[src/rtl/axis_packet_framer.sv]
// axis_packet_framer: cuts an AXI4-Stream into fixed-length packets with TLAST,
// optionally prefixed by a header beat carrying a packet sequence number.
module axis_packet_framer #(
  parameter int    AXIS_TDATA_WIDTH = 32,
  parameter int    CNTR_WIDTH       = 32,
  parameter int    PCKT_WIDTH       = 16,
  parameter string HEADER           = "FALSE",
  parameter string ALWAYS_READY     = "FALSE"
) (
  input  logic                        aclk,
  input  logic                        aresetn,
  input  logic                        cfg_enable,
  input  logic [CNTR_WIDTH-1:0]       cfg_length,
  input  logic [PCKT_WIDTH-1:0]       cfg_count,
  output logic                        s_axis_tready,
  input  logic [AXIS_TDATA_WIDTH-1:0] s_axis_tdata,
  input  logic                        s_axis_tvalid,
  input  logic                        m_axis_tready,
  output logic [AXIS_TDATA_WIDTH-1:0] m_axis_tdata,
  output logic                        m_axis_tvalid,
  output logic                        m_axis_tlast,
  output logic [PCKT_WIDTH-1:0]       sts_packets,
  output logic                        sts_busy,
  output logic                        sts_done
);
  localparam bit HDR = HEADER == "TRUE";
  localparam bit AR  = ALWAYS_READY == "TRUE";
  typedef enum logic [1:0] {S_IDLE, S_HEADER, S_PAYLOAD, S_DONE} state_t;
  state_t state_q, state_d;
  logic [CNTR_WIDTH-1:0] beat_q, beat_d, len_q, len_d;
  logic [PCKT_WIDTH-1:0] seq_q, seq_d, pkts_q, pkts_d, cnt_q, cnt_d;
  logic start, acc, last;
  always_ff @(posedge aclk or negedge aresetn)
    if (!aresetn) begin
      state_q <= S_IDLE;
      beat_q  <= '0;
      len_q   <= '0;
      seq_q   <= '0;
      pkts_q  <= '0;
      cnt_q   <= '0;
    end else begin
      state_q <= state_d;
      beat_q  <= beat_d;
      len_q   <= len_d;
      seq_q   <= seq_d;
      pkts_q  <= pkts_d;
      cnt_q   <= cnt_d;
    end
  assign start = cfg_enable && cfg_length != '0 && (cfg_count == '0 || pkts_q < cfg_count);
  assign acc   = state_q == S_PAYLOAD && s_axis_tvalid && m_axis_tready;
  assign last  = beat_q == len_q - CNTR_WIDTH'(1);
  always_comb begin
    state_d = state_q;
    beat_d  = beat_q;
    len_d   = len_q;
    seq_d   = seq_q;
    pkts_d  = pkts_q;
    cnt_d   = cnt_q;
    case (state_q)
      S_IDLE: if (start) begin
        len_d   = cfg_length;
        cnt_d   = cfg_count;
        beat_d  = '0;
        state_d = HDR ? S_HEADER : S_PAYLOAD;
      end
      S_HEADER: if (m_axis_tready) state_d = S_PAYLOAD;
      S_PAYLOAD: if (acc) begin
        beat_d = last ? '0 : beat_q + CNTR_WIDTH'(1);
        if (last) begin
          seq_d   = seq_q + PCKT_WIDTH'(1);
          pkts_d  = pkts_q + PCKT_WIDTH'(1);
          state_d = cnt_q != '0 && pkts_d == cnt_q ? S_DONE : S_IDLE;
        end
      end
      default: if (!cfg_enable) begin
        pkts_d  = '0;
        state_d = S_IDLE;
      end
    endcase
  end
  // header carries the sequence number, truncated or zero-extended to the bus width
  assign s_axis_tready = AR || (state_q == S_PAYLOAD && m_axis_tready);
  assign m_axis_tvalid = state_q == S_HEADER || (state_q == S_PAYLOAD && s_axis_tvalid);
  assign m_axis_tdata  = state_q == S_HEADER ? AXIS_TDATA_WIDTH'(seq_q) :
                         state_q == S_PAYLOAD ? s_axis_tdata : '0;
  assign m_axis_tlast  = state_q == S_PAYLOAD && last;
  assign sts_packets   = pkts_q;
  assign sts_busy      = state_q == S_HEADER || state_q == S_PAYLOAD;
  assign sts_done      = state_q == S_DONE;
endmodule

[config.mk]
export PLATFORM = sky130hd
export DESIGN_NAME = axis_packet_framer
export DESIGN_NICKNAME = d
export VERILOG_FILES = /design/src/rtl/axis_packet_framer.sv
export SDC_FILE = /design/constraint.sdc
export NUM_CORES = 1
export LEC_CHECK = 0
export CAP_MARGIN = 30
export CORE_ASPECT_RATIO = 1.2
export CORE_MARGIN = 4
export CORE_UTILIZATION = 30
export CTS_BUF_LIST = sky130_fd_sc_hd__clkbuf_8
export DETAILED_ROUTE_END_ITERATION = 6
export GPL_ROUTABILITY_DRIVEN = 0
export SLEW_MARGIN = 20
export SYNTH_ARGS = -nofsm -noshare
export SYNTH_HDL_FRONTEND = slang
export SYNTH_SLANG_ARGS = --single-unit
[constraint.sdc]
create_clock -name aclk -period 3.8 [get_ports aclk]
set_input_delay 0.76 -clock aclk [delete_from_list [all_inputs] [get_ports aclk]]
set_output_delay 0.76 -clock aclk [all_outputs]
set_load 0.02 [all_outputs]
==> results of run 1 <==
## how the worst max path moves through the flow
| stage | start | end | slack [ns] | cells after the start |
|---|---|---|---|---|
| floorplan | len_q[0]$_DFFE_PN0P_ | sts_packets[7]$_DFFE_PN0P_ | 0.34 | 13 |
| global placement | len_q[1]$_DFFE_PN0P_ | m_axis_tlast | -0.03 | 12 |
| detailed placement | len_q[1]$_DFFE_PN0P_ | m_axis_tlast | -0.09 | 12 |
| CTS | len_q[0]$_DFFE_PN0P_ | m_axis_tlast | -0.05 | 12 |
| global route | len_q[1]$_DFFE_PN0P_ | m_axis_tlast | -0.17 | 9 |
| finish | len_q[1]$_DFFE_PN0P_ | m_axis_tlast | -0.02 | 13 |
## power breakdown
| group | total (µW) | internal, µW | switching [µW] |
|---|---|---|---|
| sequential | 1530 | 1330 | 198 |
| clock | 1110 | 539 | 568 |
| combinational | 830 | 377 | 453 |
| total | 3470 | 2250 | 1220 |
## Yosys cell counts (all sizes together) (16+ instances only)
cell type  count  area (µm²)
nor3          22         115
ha            24         300
inv           66         248
dfrtp        114        2850
clkbuf        34         130
a31oi         32         200
nand2         58         218
xnor2         62         543
nand3         50         250
o22ai         28         175
xor2          21         184
and3          31         194
a22o          16         140
mux2          47         529
nor4          33         270
a21oi         21         105
nand4         40         250
nor2          33         124
## state kept, by name, summed over array words and instances, names as in the netlist
register     count
beat_q          32
len_q           32
cnt_q           16
seq_q           16
sts_packets     16
state_q          2
## through the flow
| stage | cells | utilization (%) | setup slack (ns) | total power (µW) |
|---|---|---|---|---|
| after global routing | 1397 | 40.8 | -0.170 | 3660 |
| after CTS | 1396 | 40.6 | -0.0520 | 3490 |
| after floorplan | 885 | - | 0.341 | 2030 |
| after global placement | 1360 | 38.8 | -0.0338 | 2360 |
| final | 1397 | 40.8 | -0.0210 | 3470 |
| after detailed placement | 1360 | 38.8 | -0.0920 | 2370 |
## layer usage
layer / vias up / part of all wire, % / track usage (%)
met4: 0 / 2.0 / 5.07
met5: - / 0 / 0
li1: 3585 / - / -
met2: 187 / 51 / 29.3
met3: 28 / 5.0 / 3.02
met1: 3591 / 42 / 19.9
## cell usage in the layout, fill, tap and decap left out, types with 5 or more instances in the layout
master,netlist,routed
a211oi_1,5,5
a21o_1,14,14
a21oi_1,21,20
a22o_1,16,16
a31oi_1,32,32
and2_1,10,9
and3_1,31,31
buf_12,0,7
buf_4,2,55
clkbuf_8,0,18
clkdlybuf4s50_1,0,135
clkinv_4,0,5
dfrtp_1,114,114
ha_1,24,22
inv_1,66,65
mux2_2,46,45
nand2_1,58,58
nand2b_1,10,10
nand3_1,50,50
nand3b_1,5,5
nand4_1,40,40
nor2_1,33,32
nor3_1,21,19
nor4_1,27,24
nor4_4,3,5
o211ai_1,6,6
o21ai_0,15,15
o22ai_1,28,28
o31ai_1,6,6
or2_2,12,11
or3_1,7,7
xnor2_1,62,62
xor2_1,21,21
## worst register-to-register path, cell delays in order (launching register included)
cell and delay (ns):
dfrtp_1 0.38, inv_1 0.07, ha_2 0.17, or3b_4 0.41
nor4b_1 0.43, xnor2_1 0.20, or4b_1 0.45, a2111o_1 0.42
nor3_2 0.19, nand3_1 0.21, buf_4 0.21, nor3_1 0.23
mux2i_1 0.23
## cell families (layout without fill, tap and decap cells)
logic type	count (synthesis)	count (layout)	share of synthesized area [%]
muxes	52	52	7.30
DFF	114	114	36.0
xor gates and xnor gates	83	83	9.17
and+or+nand+nor	332	332	23.7
buffers and inverters	114	296	5.77
AOI/OAI and AO/OA	165	165	14.2
adders and majority gates	25	25	3.91
## area by class of cell
type                       count  share of cell area [%]
clock buffer                  18                    2.36
clock inverter                14                    1.24
timing repair buffer         198                    18.2
multi-input combinational    657                    44.8
inverter                      66                    2.36
sequential                   114                    27.1
tap                          330                    3.93
## timing repair
action                                  4_1_cts  5_1_grt
resized for setup                            12       13
endpoints found under the setup margin       13       32
endpoints found under the hold margin         0        0
buffers inserted                              4        1
pin swaps                                     8       12
==> qor.csv, run 1 <==
stage;metric;value;unit
detailed_routing;DR vias;7391;
logic_synthesis;Avg Inst Size Synth;8.96;µm²
logic_synthesis;async set-reset flop share out of synthesis;100;%
detailed_routing;final WL;24.2;mm
floorplan;Die Y;186;µm
detailed_routing;TritonRoute pass-1 iters;5;
critical_path;CP Class;reg -> out;
logic_synthesis;Netlist cell types;65;
detailed_routing;Wirelength per Cell;17.3;µm
clock_network;CTS Hold Bufs;0;
critical_path;cells along the critical path;inv_1 > ha_2 > or3b_4 > nor3_4 > buf_6 > buf_4 > buf_4 > mux2_4 > mux2i_2 > a21o_1 > nand4b_1 > nor2_1 > buf_4;
critical_path;Worst Path Arrival;3.06;ns
clock_network;H-tree depth;4;
sta;final hold slack;0.369;ns
flow_run;max cap viols;0;
grt;initial antenna violation count;0;
logic_synthesis;sequential area share after synthesis;36.0;%
clock_network;CTS tree;done;
sta;slew margin rel.;50.4;%
clock_network;Worst-Skew Late Latency;0.46;ns
detailed_routing;DRC Markers;0;
floorplan;die area;29100;µm²
critical_path;CP Data Required Time;3.04;ns
floorplan;I/O pin total;138;
floorplan;core footprint;25800;µm²
finish;Reg area;2850;µm²
clock_network;worst-case clock buffer depth;2;
power;Pleak;0.00464;µW
power;maximum VDD drop;0.209;mV
logic_synthesis;Synthesis Warnings;0;
logic_synthesis;ys flop type;dfrtp_1;
critical_path;Worst Path Buf+Inv;5;
finish;area taken by multi-input logic gates;4710;µm²
grt;first-pass GRT wire length;38.4;mm
sta;Clock Skew;0.0181;ns
critical_path;Worst Path Max Fanout;5;
min_path;HP Class;in -> async;
power;Cell Pwr Density;330;nW/µm²
grt;grt total ovfl;0;
logic_synthesis;Syn Nets;994;
critical_path;R2R Path Start;len_q[1]$_DFFE_PN0P_;
finish;share of layout cells above drive strength 1;16.6;%
floorplan;cell row count;64;
place;dpl hpwl;18.4;mm
finish;Finished Cell Area;10500;µm²
critical_path;capturing point of the worst reg2reg path;sts_packets[6]$_DFFE_PN0P_;
sta;Worst-Margin Slew;0.744;ns
detailed_routing;Antenna Nets Post-Route;0;
critical_path;reg2reg setup slack;0.12;ns
sta;fin crit share;101;%
sta;Max Clk Rate;0.262;GHz
detailed_routing;Detailed Route Iter0 Violations;411;
critical_path;CP Capture Type;primary output;
finish;area grow syn2layout;32.5;%
sta;Final Max Tran Viols;0;
logic_synthesis;synthesized area;7930;µm²
finish;ANT cells;0;
detailed_routing;vias per cell;5.29;
sta;setup TNS;-0.0210;ns
status;failing checks;negative setup slack;
grt;largest net degree at the start of global routing;56;
sta;# setup viols final;1;
critical_path;crit start category;register;
critical_path;R2R depth;12;
critical_path;CP max-delay cell;or3b_4;
status;status;complete, but fails checks;
sta;RSZ-0062 raised after global routing;true;
logic_synthesis;synthesis-stage register bit count;114;
floorplan;die width;156;µm
clock_network;Sink Count;114;
floorplan;Initial Utilization;30.8;%
sta;Final Hold Fails;0;
grt;total track usage;16.4;%
logic_synthesis;Synth Instances;885;
critical_path;max incr delay on CP;0.41;ns
sta;Tmin final;3.82;ns
clock_network;cts bufs inserted;17;
grt;vias in the first global route;7371;
clock_network;clock root cell;clkbuf_8;
clock_network;Clock transition at path regs;0.08;ns
place;placed instance area;10000;µm²
sta;final worst slack;-0.0210;ns
place;Port Buffers;137;
finish;NumNets Final;1163;
critical_path;CP top delay family;simple AND/OR/NAND/NOR gates;
finish;fill count;2538;
critical_path;cell mode on critical path;buf_4;
logic_synthesis;EDFF count, synth;0;
No activity file was read; power rests on OpenSTA's default activity.
==> run 2: changes to the inputs <==
--- a/config.mk
+++ b/config.mk
@@ -13,4 +13,5 @@
 export DETAILED_ROUTE_END_ITERATION = 6
 export GPL_ROUTABILITY_DRIVEN = 0
+export SETUP_SLACK_MARGIN = 0.3
 export SLEW_MARGIN = 20
 export SYNTH_ARGS = -nofsm -noshare
==> constraint.sdc (replaced) <==
create_clock -name aclk -period 4.91 [get_ports aclk]
set_input_delay 0.982 -clock aclk [delete_from_list [all_inputs] [get_ports aclk]]
set_output_delay 0.982 -clock aclk [all_outputs]
set_load 0.1 [all_outputs]
==> run 2 against run 1 <==
  * The flow now finishes without violations
  * Clock skew shrank 0.0027 ns
  * Final cell count shrank 3.7%
  * Highest routed layer unchanged
  * Largest power group unchanged
  * Cell area shrank 5.4%
  * Critical path type unchanged
  * Die area is the same
  * Total power shrank 21%
  * Sequential share of layout area grew 1.5 points
  * First-iteration DRC count shrank 15%
==> qor.csv, run 2 (synthesis gave the netlist of run 1 again) <==
stage;metric;value;unit;change
power;sequential power share;42.7;%;-1.4 points
sta;Max Clk Rate;0.228;GHz;
floorplan;die area;29100;µm²;unchanged
clock_network;CTS Hold Bufs;0;;unchanged
grt;grt total ovfl;0;;unchanged
critical_path;CP Class;reg -> out;;
min_path;Hold Path Sink;seq_q[15]$_DFFE_PN0P_;;
sta;Worst-Margin Slew;1.00;ns;+0.259 ns
grt;initial antenna violation count;0;;unchanged
finish;share of layout cells above drive strength 1;14.5;%;-2.1 points
finish;Reg area;2850;µm²;unchanged
sta;RSZ-0062 raised after global routing;false;;
floorplan;core footprint;25800;µm²;unchanged
grt;total track usage;15.5;%;-0.87 points
place;placed instance area;9540;µm²;-4.8%
finish;ANT cells;0;;unchanged
detailed_routing;TritonRoute pass-1 iters;5;;unchanged
flow_run;max cap viols;0;;unchanged
sta;Final Max Tran Viols;0;;unchanged
min_path;hold_sp;seq_q[15]$_DFFE_PN0P_;;
critical_path;R2R Path Start;len_q[0]$_DFFE_PN0P_;;
detailed_routing;DR vias;7184;;-2.8%
status;status;completed;;
sta;final hold slack;0.484;ns;+0.115 ns
clock_network;Worst-Skew Late Latency;0.45;ns;about the same
sta;# setup viols final;0;;-1
clock_network;cts bufs inserted;17;;unchanged
critical_path;cells along the critical path;inv_1 > ha_1 > or3b_1 > nor3_4 > nand3_1 > xnor2_1 > or4_1 > nor2_1 > nand4b_1 > nor2_1 > buf_12;;
clock_network;H-tree depth;4;;unchanged
place;pre-CTS setup slack;0.618;ns;+0.710 ns
floorplan;I/O pin total;138;;unchanged
critical_path;CP Data Required Time;3.93;ns;+0.89 ns
power;Cell Pwr Density;277;nW/µm²;-16%
sta;fin crit share;89.3;%;
floorplan;die width;156;µm;unchanged
power;switching portion of total power;35.5;%;+0.32 points
clock_network;worst-case clock buffer depth;2;;unchanged
critical_path;reg2reg setup slack;0.71;ns;+0.59 ns
power;part of the power in combinational logic;25.8;%;+1.9 points
clock_network;CTS tree;done;;
power;clock share of power;31.5;%;-0.4 points
sta;Tmin final;4.39;ns;
critical_path;crit start category;register;;
critical_path;CP top delay family;simple AND/OR/NAND/NOR gates;;
sta;setup TNS;0;ns;+0.0210 ns
clock_network;Clock transition at path regs;0.07;ns;about the same
finish;NumNets Final;1113;;-4.3%
critical_path;Worst Path Max Fanout;8;;+3
finish;area taken by multi-input logic gates;4640;µm²;-1.3%
sta;final worst slack;0.523;ns;+0.544 ns
sta;Clock Skew;0.0154;ns;-0.00275 ns
critical_path;Worst Path Arrival;3.40;ns;+0.34 ns
finish;fill count;2585;;+1.9%
sta;slew margin rel.;33.0;%;-17 points
sta;Final Hold Fails;0;;unchanged
min_path;HP Class;reg -> reg;;
min_path;Hold Path Stages;1;;
critical_path;cell mode on critical path;nor2_1;;
critical_path;capturing point of the worst reg2reg path;sts_packets[5]$_DFFE_PN0P_;;
finish;most frequent cells in the layout;dfrtp_1 (114), clkdlybuf4s50_1 (101), inv_1 (68), xnor2_1 (62), nand2_1 (58);;
critical_path;CP max-delay cell;or3b_1;;
clock_network;clock root cell;clkbuf_8;;
power;maximum VDD drop;0.166;mV;-21%
floorplan;Initial Utilization;30.8;%;unchanged
power;internal power;1780;µW;-21%
critical_path;Worst Path Buf+Inv;2;;-3
power;NetSw;977;µW;-20%
power;Pleak;0.00438;µW;-5.5%
floorplan;cell row count;64;;unchanged
floorplan;Die Y;186;µm;unchanged
grt;vias in the first global route;6905;;-6.3%
finish;Final Util;38.6;%;-2.2 points
place;dpl hpwl;17.3;mm;-6.2%
finish;Regs by FF count;beat_q x32, len_q x32;;
critical_path;CP Capture Type;primary output;;
place;Port Buffers;137;;unchanged
detailed_routing;Wirelength per Cell;17.2;µm;-0.69%
critical_path;max incr delay on CP;0.48;ns;+0.07 ns
detailed_routing;Detailed Route Iter0 Violations;349;;-15%
finish;area grow syn2layout;25.4;%;
finish;commonest non-fill, non-tap cell in the layout;dfrtp_1;;
detailed_routing;vias per cell;5.34;;+0.88%
detailed_routing;DRC Markers;0;;unchanged
detailed_routing;Antenna Nets Post-Route;0;;unchanged
finish;Finished Cell Area;9950;µm²;-5.4%
grt;first-pass GRT wire length;36.4;mm;-5.2%
critical_path;R2R depth;11;;-1
grt;largest net degree at the start of global routing;115;;+110%
clock_network;Sink Count;114;;unchanged
detailed_routing;final WL;23.1;mm;-4.3%
-- run 2: cell count changes in the layout (fill, tap and decap cells not counted), moves of 2 or more --
cell and delta:
buf_12 -3, clkinv_4 -5, inv_1 +3, buf_4 -12
nor4_1 +2, nor3_2 -2, nor4_4 -2, nor3_1 +2
clkdlybuf4s50_1 -34, clkinvlp_4 +2, inv_6 -3
-- run 2: worst reg2reg max path, cell delays in order, from the launching register on --
cell and delay, ns:
dfrtp_1 0.45, inv_1 0.11, ha_1 0.20, or3b_1 0.48, nor4b_2 0.38, xnor2_1 0.19
or4b_1 0.47, a2111o_1 0.40, nor3_1 0.27, and3_1 0.68, a211oi_1 0.17, a211o_1 0.29
-- run 2: per-layer routing --
metal	global-route usage, %	vias up	part of all wire, %
met4	6.11	0	2.7
met3	3.02	35	4.8
met5	0	-	0
met2	26.8	170	50
li1	-	3483	-
met1	19.0	3496	42
-- run 2: worst max path at each step --
stage                         startpoint      endpoint  slack (ns)  cells after the start
finish              len_q[0]$_DFFE_PN0P_  m_axis_tlast        0.52                     11
floorplan           len_q[0]$_DFFE_PN0P_  m_axis_tlast        0.32                     11
global placement    len_q[0]$_DFFE_PN0P_  m_axis_tlast        0.71                     11
global route        len_q[0]$_DFFE_PN0P_  m_axis_tlast        0.30                     11
CTS                 len_q[0]$_DFFE_PN0P_  m_axis_tlast        0.31                     11
detailed placement  len_q[0]$_DFFE_PN0P_  m_axis_tlast        0.62                     11
-- run 2: area by class of cell --
class | instances | area share, %
clock inverters | 12 | 1.18
well taps | 330 | 4.15
inverters | 66 | 2.49
clock buffers | 19 | 2.63
multi-input cells | 657 | 46.7
flip-flops and latches | 114 | 28.7
repair buffers | 148 | 14.2
-- run 2: power groups by stage --
stage | Combinational [µW] | Clock (µW) | Sequential, µW
2_1_floorplan | 534 | 0 | 1120
3_3_place_gp | 703 | 0 | 1190
3_5_place_dp | 710 | 0 | 1190
4_1_cts | 714 | 886 | 1170
5_1_grt | 775 | 926 | 1190
6_report | 711 | 867 | 1180
-- run 2: through the flow --
step	cells	power, µW
5_1_grt	1346	2890
2_1_floorplan	885	1660
3_5_place_dp	1313	1900
6_report	1346	2750
3_3_place_gp	1312	1890
4_1_cts	1344	2770
-- run 2: what timing repair did --
action,CTS,global route
endpoints found under the setup margin,1,1
buffers inserted,0,2
resized for setup,1,2
pin swaps,0,1
